**src/rtl/sophon_ext_bus_arb_pkg.sv**
```systemverilog
// rtl/sophon_ext_bus_arb_pkg.sv - shared types, regions and states for the external bus arbiter
// Purpose: request/ack structs for fetch and LSU external ports, external
// address regions, arbiter state encoding and the default bus timeout.
// Ports: none (package).
package sophon_ext_bus_arb_pkg;

  typedef struct packed {
    logic        req;
    logic [31:0] addr;
  } inst_req_t;

  typedef struct packed {
    logic        ack;
    logic        error;
    logic [31:0] rdata;
  } inst_ack_t;

  typedef struct packed {
    logic        req;
    logic        we;
    logic [31:0] addr;
    logic [31:0] wdata;
    logic [3:0]  amo;
    logic [1:0]  size;
    logic [3:0]  strb;
  } lsu_req_t;

  typedef struct packed {
    logic        ack;
    logic        error;
    logic [31:0] rdata;
  } lsu_ack_t;

  localparam logic [31:0] EXT_INST_BASE = 32'h0000_0000;
  localparam logic [31:0] EXT_INST_END  = 32'h0000_FFFF;
  localparam logic [31:0] EXT_DATA_BASE = 32'h0000_0000;
  localparam logic [31:0] EXT_DATA_END  = 32'h7FFF_FFFF;

  localparam int EXT_BUS_TIMEOUT = 1024;

  typedef enum logic [2:0] {
    IDLE   = 3'd0,
    BUSY_I = 3'd1,
    BUSY_D = 3'd2,
    ERR_I  = 3'd3,
    ERR_D  = 3'd4
  } ext_arb_state_e;

  // Inclusive unsigned range check.
  function automatic logic in_region(input logic [31:0] addr,
                                     input logic [31:0] lo,
                                     input logic [31:0] hi);
    return (addr >= lo) && (addr <= hi);
  endfunction

endpackage

```
**src/rtl/sophon_ext_bus_arb_if.sv**
```systemverilog
// rtl/sophon_ext_bus_arb_if.sv - bundle of the arbiter's requester and external bus signals
// Purpose: groups fetch, LSU and external bus request/ack structs.
// Ports: none; modport slave is the arbiter view, modport master the
// environment view (requesters plus external slave).
interface sophon_ext_bus_arb_if;
  import sophon_ext_bus_arb_pkg::*;

  inst_req_t inst_req_i;
  inst_ack_t inst_ack_o;
  lsu_req_t  data_req_i;
  lsu_ack_t  data_ack_o;
  lsu_req_t  ext_req_o;
  lsu_ack_t  ext_ack_i;

  modport slave (
    input  inst_req_i,
    output inst_ack_o,
    input  data_req_i,
    output data_ack_o,
    output ext_req_o,
    input  ext_ack_i
  );

  modport master (
    output inst_req_i,
    input  inst_ack_o,
    output data_req_i,
    input  data_ack_o,
    input  ext_req_o,
    output ext_ack_i
  );

endinterface

```
**src/rtl/sophon_bus_timer.sv**
```systemverilog
// rtl/sophon_bus_timer.sv - clear/enable/expire counter for the external bus timeout
// Purpose: counts enabled cycles since the last clear; expire_o is high in
// the enabled cycle whose count equals TIMEOUT_CYCLES-1.
// Ports: clk_i, rst_i (sync active-high), clr_i (zero the count),
// en_i (count this cycle), expire_o (combinational expiry flag).
module sophon_bus_timer #(
  parameter int TIMEOUT_CYCLES = 1024,
  parameter int CNT_W          = 16
) (
  input  logic clk_i,
  input  logic rst_i,
  input  logic clr_i,
  input  logic en_i,
  output logic expire_o
);

  localparam logic [CNT_W-1:0] LAST =
    (TIMEOUT_CYCLES == 0) ? '0 : CNT_W'(TIMEOUT_CYCLES - 1);

  logic [CNT_W-1:0] cnt_q;

  always_ff @(posedge clk_i) begin
    if (rst_i || clr_i) begin
      cnt_q <= '0;
    end else if (en_i) begin
      cnt_q <= cnt_q + CNT_W'(1);
    end
  end

  // A zero timeout disables expiry entirely.
  assign expire_o = (TIMEOUT_CYCLES != 0) && en_i && (cnt_q == LAST);

endmodule

```
**src/rtl/sophon_ext_bus_arb.sv**
```systemverilog
// rtl/sophon_ext_bus_arb.sv - round-robin arbiter sharing the external bus between fetch and LSU
// Purpose: grants one of two requesters, checks its address region, issues a
// single outstanding external request, forwards the ack, and returns a local
// error ack on illegal address or bus timeout.
// Ports: clk_i, rst_i (sync active-high); bus (slave modport): inst_req_i /
// inst_ack_o fetch side, data_req_i / data_ack_o LSU side, ext_req_o
// (registered) / ext_ack_i external bus side.
module sophon_ext_bus_arb
  import sophon_ext_bus_arb_pkg::*;
#(
  parameter int TIMEOUT_CYCLES = EXT_BUS_TIMEOUT,
  parameter int CNT_W          = 16
) (
  input  logic                 clk_i,
  input  logic                 rst_i,
  sophon_ext_bus_arb_if.slave  bus
);

  ext_arb_state_e state_q;
  logic           last_data_q;   // 1 when the previous grant went to data
  lsu_req_t       ext_req_q;

  logic grant_d, grant_i;
  logic inst_legal, data_legal;
  logic busy, ext_ack, expire;

  // Data wins a tie unless it was the last one served; last_data_q resets
  // to 0 (inst), so data goes first after reset.
  assign grant_d = bus.data_req_i.req && (!bus.inst_req_i.req || !last_data_q);
  assign grant_i = bus.inst_req_i.req && !grant_d;

  assign inst_legal = in_region(bus.inst_req_i.addr, EXT_INST_BASE, EXT_INST_END);
  assign data_legal = in_region(bus.data_req_i.addr, EXT_DATA_BASE, EXT_DATA_END);

  assign busy    = (state_q == BUSY_I) || (state_q == BUSY_D);
  assign ext_ack = bus.ext_ack_i.ack;

  // Counter sits cleared while idle, so it starts at 0 on every BUSY entry.
  sophon_bus_timer #(
    .TIMEOUT_CYCLES (TIMEOUT_CYCLES),
    .CNT_W          (CNT_W)
  ) u_timer (
    .clk_i    (clk_i),
    .rst_i    (rst_i),
    .clr_i    (state_q == IDLE),
    .en_i     (busy && !ext_ack),
    .expire_o (expire)
  );

  always_ff @(posedge clk_i) begin
    if (rst_i) begin
      state_q     <= IDLE;
      last_data_q <= 1'b0;
      ext_req_q   <= '0;
    end else begin
      unique case (state_q)
        IDLE: begin
          if (grant_d) begin
            last_data_q <= 1'b1;
            if (data_legal) begin
              state_q   <= BUSY_D;
              ext_req_q <= bus.data_req_i;
            end else begin
              state_q   <= ERR_D;
            end
          end else if (grant_i) begin
            last_data_q <= 1'b0;
            if (inst_legal) begin
              state_q   <= BUSY_I;
              ext_req_q <= '{req: 1'b1, we: 1'b0, addr: bus.inst_req_i.addr,
                             wdata: 32'h0, amo: 4'h0, size: 2'b10, strb: 4'hF};
            end else begin
              state_q   <= ERR_I;
            end
          end
        end
        BUSY_I, BUSY_D: begin
          // An ack in the expiry cycle takes precedence over the timeout.
          if (ext_ack) begin
            ext_req_q.req <= 1'b0;
            state_q       <= IDLE;
          end else if (expire) begin
            ext_req_q.req <= 1'b0;
            state_q       <= (state_q == BUSY_I) ? ERR_I : ERR_D;
          end
        end
        ERR_I, ERR_D: begin
          state_q <= IDLE;
        end
        default: begin
          state_q <= IDLE;
        end
      endcase
    end
  end

  assign bus.ext_req_o = ext_req_q;

  // Acks are decoded from state so only the granted side can ever pulse;
  // ext_ack_i outside BUSY is dropped here.
  always_comb begin
    bus.inst_ack_o = '0;
    bus.data_ack_o = '0;
    unique case (state_q)
      BUSY_I: if (ext_ack) bus.inst_ack_o = '{ack: 1'b1, error: bus.ext_ack_i.error,
                                               rdata: bus.ext_ack_i.rdata};
      BUSY_D: if (ext_ack) bus.data_ack_o = bus.ext_ack_i;
      ERR_I:  bus.inst_ack_o = '{ack: 1'b1, error: 1'b1, rdata: 32'h0};
      ERR_D:  bus.data_ack_o = '{ack: 1'b1, error: 1'b1, rdata: 32'h0};
      default: ;
    endcase
  end

endmodule
```
**src/flat_wrapper.sv**
```systemverilog
// flat-port wrapper written by rule: the top's interface ports become plain ports
module sophon_ext_bus_arb_flat import sophon_ext_bus_arb_pkg::*;
#(
  parameter int TIMEOUT_CYCLES = EXT_BUS_TIMEOUT,
  parameter int CNT_W          = 16
)
  (clk_i, rst_i, bus_inst_req_i, bus_inst_ack_o, bus_data_req_i, bus_data_ack_o, bus_ext_req_o, bus_ext_ack_i);
  sophon_ext_bus_arb_if bus_i ();
  input  logic clk_i;
  input  logic rst_i;
  input wire logic [$bits(bus_i.inst_req_i)-1:0] bus_inst_req_i;
  output wire logic [$bits(bus_i.inst_ack_o)-1:0] bus_inst_ack_o;
  input wire logic [$bits(bus_i.data_req_i)-1:0] bus_data_req_i;
  output wire logic [$bits(bus_i.data_ack_o)-1:0] bus_data_ack_o;
  output wire logic [$bits(bus_i.ext_req_o)-1:0] bus_ext_req_o;
  input wire logic [$bits(bus_i.ext_ack_i)-1:0] bus_ext_ack_i;
  assign bus_i.inst_req_i = bus_inst_req_i;
  assign bus_inst_ack_o = bus_i.inst_ack_o;
  assign bus_i.data_req_i = bus_data_req_i;
  assign bus_data_ack_o = bus_i.data_ack_o;
  assign bus_ext_req_o = bus_i.ext_req_o;
  assign bus_i.ext_ack_i = bus_ext_ack_i;
  sophon_ext_bus_arb #(.TIMEOUT_CYCLES(TIMEOUT_CYCLES), .CNT_W(CNT_W)) u_core (.clk_i(clk_i), .rst_i(rst_i), .bus(bus_i));
endmodule
```
**config.mk**
```make
export PLATFORM = sky130hd
export DESIGN_NAME = sophon_ext_bus_arb_flat
export DESIGN_NICKNAME = d
export VERILOG_FILES = /design/src/rtl/sophon_ext_bus_arb_pkg.sv /design/src/rtl/sophon_ext_bus_arb_if.sv /design/src/rtl/sophon_bus_timer.sv /design/src/rtl/sophon_ext_bus_arb.sv /design/src/flat_wrapper.sv
export SDC_FILE = /design/constraint.sdc
export NUM_CORES = 1
export LEC_CHECK = 0
export ABC_AREA = 1
export CAP_MARGIN = 20
export CORE_MARGIN = 2
export CORE_UTILIZATION = 30
export CTS_BUF_LIST = sky130_fd_sc_hd__clkbuf_8
export CTS_CLUSTER_DIAMETER = 50
export DETAILED_ROUTE_END_ITERATION = 8
export PLACE_DENSITY = 0.69
export SYNTH_ARGS = -nofsm -noshare
export SYNTH_HDL_FRONTEND = slang
export SYNTH_SLANG_ARGS = --single-unit
```
**constraint.sdc**
```tcl
create_clock -name clk_i -period 1.4 [get_ports clk_i]
set_input_delay 0.21 -clock clk_i [delete_from_list [all_inputs] [get_ports clk_i]]
set_output_delay 0.21 -clock clk_i [all_outputs]
set_load 0.02 [all_outputs]
```
* Yosys cells after proc, flatten, opt, wreduce, memory -nomap -nowiden
Cells that the tools add are included.
Storage, ports and cells: register bits 96, output and inout bits 144
Cells by class: reduce and logical (&&, ||, !) cells 22, add/subtract/negate cells 1, $lt $le $gt $ge 4, eq/ne operators 10, mux-type cells 20
Operators by type and width (number):
- $mux 76 | 4
- $pmux 34 s2 | 2
- $ge 32x1->1 const B | 2
- $mux 34 | 1
- $le 32x16->1 const B | 1
- $le 32x31->1 const B | 1
- $mux 3 | 6
- $add 16x1->16 const B | 1
- $eq 16x10->1 const B | 1
- $eq 3x2->1 const B | 2
- $logic_and 1x1->1 | 6
- $ne 3x1->1 const B | 2
- $pmux 3 s2 | 1
- $reduce_bool 2->1 | 3
- $reduce_and 5->1 | 1
- $logic_not 1->1 | 4
- $mux 1 | 4
- $reduce_and 2->1 | 2
- $reduce_and 4->1 | 1
- $eq 3x1->1 const B | 1
- $eq 3x3->1 const B | 1
- $logic_not 3->1 | 1
- $logic_or 1x1->1 | 3
- $ne 3x2->1 const B | 1
- other kinds (5) | 5

* Logic depth before layout (Yosys ltp)
word-level depth 8, gate-level depth with buffers 11, mapped depth without buffers 10

* Cells and area by module
A second synthesis with hierarchy kept.
Second synthesis, totals: cells, all modules 780, area, all modules 4867.2 µm²
By module, submodules not included:
- sophon_ext_bus_arb | cells an instance 650, seq. area each 1601.5 µm², area an instance 4045.1 µm², instances 1
- sophon_bus_timer | cells an instance 130, seq. area each 320.3 µm², area an instance 822.0 µm², instances 1

* Worst setup path after synthesis
OpenSTA, ideal clock, no wires.
path kind reg-to-output, from reg u_core.state_q[1], to out bus_data_ack_o[18], slack -0.161 ns, path buffers 1, arrival 1.351 ns, stages on the path, launching flop included 6, path through dfxtp_1 > inv_2 > nor3_2 > nand2_1 > clkbuf_1 > nor2_1
Between the ends: cells in the longest elaborated chain, start to end 2
RTL lines:
- start, declared | line sophon_ext_bus_arb.sv:19 | ext_arb_state_e state_q;
- start signal, assigned | line sophon_ext_bus_arb.sv:84 | state_q <= (state_q == BUSY_I) ? ERR_I : ERR_D;
- $eq 3x3->1 / $eq 3x2->1 (equally long branches) | line sophon_ext_bus_arb.sv:104 | unique case (state_q)
- $pmux 34 s2 * | line sophon_ext_bus_arb.sv:104
- end, declared | line flat_wrapper.sv:14 | output wire logic [$bits(bus_i.data_ack_o)-1:0] bus_data_ack_o;
Every way passes the cells marked *; elsewhere a longest branch is shown, timed or not.

* Final worst setup path
from reg u_core.state_q[1], to out bus_inst_ack_o[28]
Between the ends: cells in the longest elaborated chain, start to end 2
RTL lines:
- $eq 3x2->1 / $eq 3x1->1 (equally long branches) | line sophon_ext_bus_arb.sv:104
- $pmux 34 s2 * | line sophon_ext_bus_arb.sv:104
- end, declared | line flat_wrapper.sv:12 | output wire logic [$bits(bus_i.inst_ack_o)-1:0] bus_inst_ack_o;
Marked as above.

==> metrics.json <==
{
  "yosys": {
    "synth-xor-area-share_pct": 0.930,
    "yosys-mux-area-fraction_pct": 0,
    "synth.top_cells.by_area": "sky130_fd_sc_hd__dfxtp_1 (41%), sky130_fd_sc_hd__nand2_1 (17%), sky130_fd_sc_hd__nor2_1 (14%), sky130_fd_sc_hd__a21oi_1 (5.7%), sky130_fd_sc_hd__o21ai_0 (4.9%)",
    "synth.avg_cell_area_um2": 6.36,
    "synth-seq-area-share_pct": 40.8,
    "syn-num-nets": 887,
    "yosys_warnings": 0,
    "synthDominantAreaCellType": "sky130_fd_sc_hd__dfxtp_1",
    "share_of_synthesized_cell_area_in_full_adder_half_adder_and_majority_cells_pct": 0.266,
    "synth.ff_latch_count": 96,
    "synthesized_area_fraction_occupied_by_and_or_nand_nor_cells_pct": 37.4,
    "syn-instance-count": 741,
    "synth_top_family_by_area": "simple AND/OR/NAND/NOR gates",
    "synth_top_cell_area_share_pct": 40.8,
    "synthDistinctLibCells": 31,
    "syn_area_um2": 4710,
    "synthesized_area_fraction_occupied_by_ao_oa_aoi_and_oai_cells_pct": 11.7
  },
  "routing": {
    "avgRoutedWirePerCell_um": 14.7,
    "drc": 0,
    "detail_route.wirelength_um": 19600,
    "route.vias.total": 6089,
    "drt_pass1_iterations": 4,
    "route.antenna.remaining_nets": 0,
    "drt-vias-per-instance": 4.57,
    "drt_first_iter_violations": 175
  },
  "worst_setup_path": {
    "timing.critical_path.slowest_cell_delay_ns": 0.36,
    "worst-path-max-fanout": 7,
    "cp_num_buf_inv": 4,
    "critical_path.cell_chain": "buf_4, nor2_4, nand2_4, buf_12, buf_16, nor2_4, buf_6",
    "arrival_ns": 1.62,
    "cp-start-kind": "flip-flop",
    "path_class": "reg2out",
    "worstPathRequired_ns": 1.19,
    "cpMaxStageDelayCell": "sky130_fd_sc_hd__dfxtp_4",
    "critical-path-top-delay-family": "buffers and inverters",
    "critical_path.most_common_cell": "sky130_fd_sc_hd__nor2_4",
    "critical_path.endpoint_type": "primary output"
  },
  "timing": {
    "rsz_0062_raised_after_global_routing": "yes",
    "slew_viol_final": 0,
    "timing.slew.headroom_pct": 58.1,
    "finalCritPeriodShare_pct": 130,
    "clock.fmax_ghz": 0.547,
    "minimum_setup_slack_in_the_final_design_ns": -0.427,
    "skew_ns": 0.00958,
    "hold_violations": 0,
    "period_minus_slack_ns": 1.83,
    "setup-violations-final": 163,
    "worst_slew_pin_slew_ns": 0.629
  },
  "global_routing": {
    "number_of_antenna_violations_at_the_first_check_in_global_routing": 0,
    "grt.total_usage_pct": 21.4,
    "grt_pass1_vias": 5658,
    "grt_first_pass_wirelength_um": 28400,
    "grt-ovfl-total": 0,
    "grt_start_max_net_pins": 39
  },
  "clocking": {
    "max-clock-path-buffers": 2,
    "cts.reportedPaths.clkPinSlew_ns": 0.10,
    "clock_sinks": 96,
    "clk-insertion-delay-late_ns": 0.37,
    "clock_tree.htree_level_count": 3,
    "cts_buffers": 9,
    "ctsHoldBuffers": 0,
    "cts_tree": "done",
    "clock_tree.root_cell": "sky130_fd_sc_hd__clkbuf_8"
  },
  "power": {
    "power.net_switching_mw": 5.93,
    "vdd_drop_max_v": 0.000657,
    "logic_pwr_share_pct": 61.6,
    "power_density_nw_per_um2": 1330,
    "clock_power_share_pct": 12.6,
    "p_int_mw": 8.34,
    "power.switching_fraction_pct": 41.5,
    "leakage_nw": 4.73,
    "p_seq_share_pct": 25.8,
    "design_power_total_mw": 14.3
  },
  "cells_and_area": {
    "antenna-diode-count": 0,
    "final_cell_mix": "sky130_fd_sc_hd__nand2_1 (162), sky130_fd_sc_hd__clkdlybuf4s50_1 (142), sky130_fd_sc_hd__dfxtp_1 (93)",
    "finalInstanceArea_um2": 10700,
    "final_common_cell": "sky130_fd_sc_hd__nand2_1",
    "areaGrowthSynthToFinish_pct": 127,
    "final_nets": 1261,
    "drive_above_1_share_pct": 40.4
  },
  "floorplan": {
    "initial_utilization_pct": 30.9,
    "core.rowCount": 45,
    "placeableCoreArea_um2": 15300,
    "top_level_ports": 289,
    "fp.dieW_um": 129,
    "floorplan.die.height_um": 129,
    "fp.dieArea_um2": 16700
  },
  "job": {
    "maxCapViolations": 0
  },
  "hold_path": {
    "hold_path_class": "in2reg"
  },
  "placed_design": {
    "gp_congestion": 0.823,
    "dp.final_hpwl_um": 12400,
    "dpl-instance-area_um2": 8670,
    "io_buffers": 288
  },
  "outcome": {
    "result_of_the_run": "finished, violations left",
    "violations": "setup timing"
  }
}
## through the flow
step / utilization [%] / hold WS (ns) / setup TNS [ns] / cells / setup slack [ns]
2_1_floorplan: - / 0.346 / -0.577 / 741 / -0.0232
3_3_place_gp: 56.8 / 0.425 / -76.78 / 1261 / -0.636
3_5_place_dp: 56.8 / 0.434 / -80.33 / 1261 / -0.674
4_1_cts: 64.9 / 0.151 / -52.99 / 1325 / -0.425
5_1_grt: 70.1 / 0.173 / -65.88 / 1331 / -0.500
6_report: 70.1 / 0.177 / -54.46 / 1331 / -0.427
## Yosys cell counts (all sizes together)
master    n
xor2      2
nor3b     1
nand4     6
ha        1
buf      17
o21ai    47
nand2   237
nor2    179
clkbuf   20
inv      57
nand3     7
xnor2     3
or2       3
a21oi    58
dfxtp    96
nor3      7
## cell type report
class	count	area [um2]
Inverter	57	236
Sequential cell	96	1930
Multi-Input combinational cell	551	3690
Clock buffer	10	138
Timing Repair Buffer	400	4380
Clock inverter	6	51.3
Fill cell	1184	4560
Tap cell	211	264
## cells by family after synthesis
logic type | Yosys count
AOI/OAI and AO/OA | 105
xor gates and xnor gates | 5
adders and majority gates | 1
buffers and inverters | 94
DFF | 96
and+or+nand+nor | 440
## power groups by stage
stage	registers [mW]	logic [mW]	clock network (mW)
CTS	3.57	7.90	1.84
finish	3.69	8.79	1.79
global placement	3.57	6.04	0
detailed placement	3.60	6.08	0
global route	3.76	9.32	1.94
floorplan	4.16	2.65	0
## registers in the layout, summed over array words and instances (netlist names)
name and flops:
u_core.bus.ext_req_o 76, u_core.u_timer.cnt_q 16, u_core.last_data_q 1, u_core.state_q 3
## layer usage
metal / track usage (%) / share of wire [%]
met1: 23.8 / 38
met2: 39.2 / 52
met3: 6.15 / 7.9
met4: 7.16 / 2.6
met5: 0 / 0
## worst paths after layout
| path | from | endpoint | slack, ns | cells past startpoint |
|---|---|---|---|---|
| worst min-delay path | rst_i | u_core.state_q[0] | 0.18 | 2 |
| worst min register to register | u_core.bus.ext_req_o[73] | u_core.bus.ext_req_o[73] | 0.45 | 2 |
| worst max-delay path | u_core.state_q[1] | bus_inst_ack_o[28] | -0.43 | 7 |
| worst max register to register | u_core.state_q[1] | u_core.bus.ext_req_o[42] | -0.42 | 12 |
## worst reg2reg max path, cell delays in order, from the launching register on
cell	delay, ns
sky130_fd_sc_hd__dfxtp_4	0.36
sky130_fd_sc_hd__buf_6	0.11
sky130_fd_sc_hd__buf_6	0.11
sky130_fd_sc_hd__nor2_4	0.11
sky130_fd_sc_hd__nand2_4	0.08
sky130_fd_sc_hd__inv_4	0.06
sky130_fd_sc_hd__nand2_4	0.05
sky130_fd_sc_hd__a21oi_4	0.19
sky130_fd_sc_hd__nand2_8	0.14
sky130_fd_sc_hd__buf_12	0.18
sky130_fd_sc_hd__buf_16	0.14
sky130_fd_sc_hd__o21ai_4	0.14
sky130_fd_sc_hd__nor2_2	0.05
## timing repair
action	in CTS	in global routing
setup endpoints to repair	238	163
pin swaps	31	78
hold endpoints to repair	0	0
cloned	18	6
resized for setup	604	223
buffers inserted	32	14
Power figures use the tool's default switching activity.
